`src/rtl/reg_bank4x16.sv`:
```
// Four-entry 16-bit register bank with one-hot write decode, mux4way16 read path,
// registered read output and per-entry dirty tracking.
// Optional same-cycle read forwarding is enabled by defining REG_BANK_BYPASS_EN.

module mux4way16 (
  input  logic [15:0] a,
  input  logic [15:0] b,
  input  logic [15:0] c,
  input  logic [15:0] d,
  input  logic [1:0]  sel,
  output logic [15:0] out
);

  always_comb begin
    unique case (sel)
      2'd0:    out = a;
      2'd1:    out = b;
      2'd2:    out = c;
      default: out = d;
    endcase
  end

endmodule

module reg_bank4x16 #(
  parameter logic [15:0] RESET_VAL = 16'h0000
) (
  input  logic        clk,
  input  logic        rst_n,
  input  logic [15:0] in,
  input  logic        load,
  input  logic [1:0]  address,
  input  logic        clear,
  input  logic        rd_en,
  input  logic [1:0]  rd_sel,
  output logic [15:0] out,
  output logic        out_valid,
  output logic [3:0]  dirty
);

  logic [15:0] entry [4];
  logic [3:0]  wr_onehot;
  logic [3:0]  dirty_nxt;
  logic [15:0] mux_out;
  logic [15:0] rd_data;

  // Clear suppresses the write strobe, so storage and dirty both see clear > load.
  always_comb begin
    // NOTE: every combinational output gets a default first so no path leaves it unassigned (no latch).
    wr_onehot = '0;
    if (load && !clear) wr_onehot[address] = 1'b1;
  end

  mux4way16 u_mux (
    .a   (entry[0]),
    .b   (entry[1]),
    .c   (entry[2]),
    .d   (entry[3]),
    .sel (rd_sel),
    .out (mux_out)
  );

`ifdef REG_BANK_BYPASS_EN
  always_comb begin
    rd_data = mux_out;
    if (clear)                  rd_data = RESET_VAL;
    else if (wr_onehot[rd_sel]) rd_data = in;
  end
`else
  assign rd_data = mux_out;
`endif

  // A read retires the dirty bit, but a same-cycle write to that entry re-marks it.
  always_comb begin
    dirty_nxt = dirty;
    if (rd_en) dirty_nxt[rd_sel] = 1'b0;
    dirty_nxt = dirty_nxt | wr_onehot;
    if (clear) dirty_nxt = '0;
  end

  always_ff @(posedge clk or negedge rst_n) begin
    if (!rst_n) begin
      // NOTE: this bank is discrete flops, not a RAM macro, so resetting every entry is legal and intended.
      for (int i = 0; i < 4; i++) entry[i] <= RESET_VAL;
    end else begin
      for (int i = 0; i < 4; i++) begin
        // NOTE: non-blocking assignments keep every register sampling pre-edge values.
        if (clear)             entry[i] <= RESET_VAL;
        else if (wr_onehot[i]) entry[i] <= in;
      end
    end
  end

  always_ff @(posedge clk or negedge rst_n) begin
    if (!rst_n) begin
      out       <= 16'h0000;
      out_valid <= 1'b0;
      dirty     <= 4'b0000;
    end else begin
      out_valid <= rd_en;
      dirty     <= dirty_nxt;
      if (rd_en) out <= rd_data;
    end
  end

endmodule

```
`config.mk`:
```
export PLATFORM = sky130hd
export DESIGN_NAME = reg_bank4x16
export DESIGN_NICKNAME = d
export VERILOG_FILES = /design/src/rtl/reg_bank4x16.sv
export SDC_FILE = /design/constraint.sdc
export NUM_CORES = 1
export LEC_CHECK = 0
export ABC_AREA = 1
export CAP_MARGIN = 0
export CORE_MARGIN = 2
export CORE_UTILIZATION = 45
export CTS_CLUSTER_DIAMETER = 80
export DETAILED_ROUTE_END_ITERATION = 10
export PLACE_DENSITY = 0.72
export SLEW_MARGIN = 20
export SYNTH_ARGS = -nofsm -noshare
export SYNTH_HDL_FRONTEND = slang
export SYNTH_SLANG_ARGS = --single-unit
```
`constraint.sdc`:
```
create_clock -name clk -period 2.45 [get_ports clk]
set_clock_uncertainty 0.05 [all_clocks]
set_input_delay 0.49 -clock clk [delete_from_list [all_inputs] [get_ports clk]]
set_output_delay 0.49 -clock clk [all_outputs]
set_load 0.03 [all_outputs]
```
==> impl_metrics.env <==
export IMPL_grt_usage_pct=20.2
export IMPL_critPathKind="reg -> out"
export IMPL_worst_ep_required_time_ns=1.91
export IMPL_insertion_delay_ns=0.35
export IMPL_io_pins=46
export IMPL_cpLargestDelayFamily="buffers and inverters"
export IMPL_power_density_mw_per_mm2=618
export IMPL_drtIter0Drc=214
export IMPL_core_mm2=0.00826
export IMPL_initial_core_util_pct=46.6
export IMPL_hold_viol=0
export IMPL_yosysWarnings=0
export IMPL_cts_root_buffer="clkbuf_8"
export IMPL_final_common_cell="nand2_1"
export IMPL_rows=33
export IMPL_dr_pass1_iters=4
export IMPL_antenna_found_initial=0
export IMPL_syn_area_mm2=0.00385
export IMPL_wl_met3_um=413
export IMPL_holdBufCountCts=0
export IMPL_highest_layer="met4"
export IMPL_crit_cells=1
export IMPL_vias=3199
export IMPL_drv_slew=0
export IMPL_routedWlPerCell_um=14.9
export IMPL_crit_buf_inv=1
export IMPL_die_y_um=96.5
export IMPL_cpMaxStageDelayCell="clkdlybuf4s50_1"
export IMPL_fmax_mhz=519
export IMPL_numCtsBuffers=9
export IMPL_final_nets=497
export IMPL_final_cell_mix="92 x nand2_1, 85 x dfrtp_1, 83 x nand3_1"
export IMPL_wirelength_um=8650
export IMPL_die_area_mm2=0.00931
export IMPL_cts_tree="built"
export IMPL_gp_congestion=0.778
export IMPL_crit_fanout=2
export IMPL_worstSetupStartpointType="flip-flop"
export IMPL_hpwl_um=5490
export IMPL_rrSetupSlack_ns=1.53
export IMPL_multi_input_area_mm2=0.00140
export IMPL_critPathMaxStageDelay_ns=0.68
export IMPL_post_route_period_util_pct=78.7
export IMPL_h_tree_depth=3
export IMPL_rsz0062_at_grt="false"
export IMPL_antenna_cells=0
export IMPL_ys_ff_latch=85
export IMPL_status="finished, final reports clean"
export IMPL_die_w_um=96.5
export IMPL_cp_end_kind="output pin"
export IMPL_cap_violations=0
export IMPL_final_setup_tns_ns=0
export IMPL_syn_avg_cell_area_um2=8.82
export IMPL_drc=0
export IMPL_post_cts_buffers=0
export IMPL_reg2reg_depth=4
export IMPL_ir_drop_uv=300
export IMPL_ys_seq_area_share_pct=55.3
export IMPL_regArea_mm2=0.00213
export IMPL_yosysUniqueCellTypes=18
export IMPL_fin_total_pwr_mw=2.77
export IMPL_synthCells=436
export IMPL_grt_pass1_vias=3047
export IMPL_synth_nets=461
export IMPL_worstPathArrival_ns=1.39
export IMPL_cts_path_max_buffers=2
export IMPL_postRouteAntennaNets=0
export IMPL_drive_above_1_share_pct=9.85
export IMPL_grt_first_pass_wirelength_um=14300
export IMPL_setup_violations=0
export IMPL_clock_sinks=85
export IMPL_grt_overflow=0
export IMPL_p_leak_nw=2.04
export IMPL_dr_wl_met2_um=4250
export IMPL_period_needed_ns=1.93
export IMPL_slew_headroom_pct=56.2
export IMPL_hp_class="in -> async"
export IMPL_cp_cell_sequence="clkdlybuf4s50_1"
export IMPL_postCtsResizedCells=0
export IMPL_io_buffers=45
export IMPL_grt_max_degree=39
export IMPL_m1WireLength_um=3760
export IMPL_clkTransAtPathRegs_ns=0.08
export IMPL_syn_to_final_growth_pct=16.5
export IMPL_via_per_inst=5.50
export IMPL_worstMarginPinSlew_ns=0.655
export IMPL_fillers=761
[logic make-up after synthesis]
kind of cell,after synthesis,synth area share (%)
simple gates,195,23.3
flops,85,55.3
compound gates,100,13.1
buf+inv,56,8.26
[routing by layer]
| metal | GRT usage [%] | up-vias |
|---|---|---|
| li1 | - | 1528 |
| met4 | 10.8 | 0 |
| met5 | 0 | - |
| met2 | 32.0 | 86 |
| met1 | 27.2 | 1568 |
| met3 | 2.48 | 17 |
[synthesized netlist by cell type]
| master | count | area (um^2) |
|---|---|---|
| buf_1 | 1 | 3.75 |
| inv_1 | 23 | 86.3 |
| o21ai_1 | 47 | 235 |
| nand2_1 | 92 | 345 |
| nand2_2 | 13 | 81.3 |
| nand2_4 | 2 | 22.5 |
| a21oi_1 | 18 | 90.1 |
| nor2_1 | 3 | 11.3 |
| inv_2 | 3 | 11.3 |
| nand3_1 | 83 | 415 |
| a21oi_2 | 1 | 8.76 |
| clkbuf_1 | 3 | 11.3 |
| buf_2 | 8 | 40.0 |
| o21ai_0 | 34 | 170 |
| buf_4 | 10 | 75.1 |
| buf_6 | 8 | 90.1 |
| nor2_4 | 2 | 22.5 |
| dfrtp_1 | 85 | 2130 |
[report_power, final]
group | internal, mW | leakage (nW) | switching [mW]
logic | 0.135 | 0.774 | 0.242
registers | 1.45 | 1.16 | 0.0238
clock network | 0.451 | 0.0994 | 0.467
[cell type report]
class,count,area share [%]
Multi-Input combinational cell,295,31.3
Clock inverter,3,0.419
Tap cell,105,2.93
Inverter,26,2.18
Clock buffer,13,3.77
Timing Repair Buffer,55,11.9
Sequential cell,85,47.5
[flip-flops by register name, indices dropped and copies added (netlist names)]
signal     flops
out_valid      1
dirty          4
out           16
entry         64
[per-stage QoR]
| step | hold WS [ns] | setup WS [ns] | instance area [um^2] | std cells | utilization, % |
|---|---|---|---|---|---|
| after floorplan | 0.144 | 1.16 | 3850 | 436 | - |
| after global placement | 0.407 | 0.331 | 4290 | 566 | 52.0 |
| after detailed placement | 0.407 | 0.226 | 4290 | 566 | 52.0 |
| after CTS | 0.0320 | 0.506 | 4480 | 582 | 54.3 |
| after global routing | 0.0534 | 0.483 | 4480 | 582 | 54.3 |
| final | 0.0203 | 0.523 | 4480 | 582 | 54.3 |
[path summary, 6_finish.rpt]
| check | from | end |
|---|---|---|
| hold / removal | rst_n | entry[11] |
| setup / recovery | dirty[2] | dirty[2] |
| max in group asynchronous | rst_n | dirty[2] |
| hold reg to reg | out[14] | out[14] |
| setup reg to reg | entry[34] | out[2] |
| min in group clk | out[14] | out[14] |
Note: power is estimated with default switching activity, not from simulation.
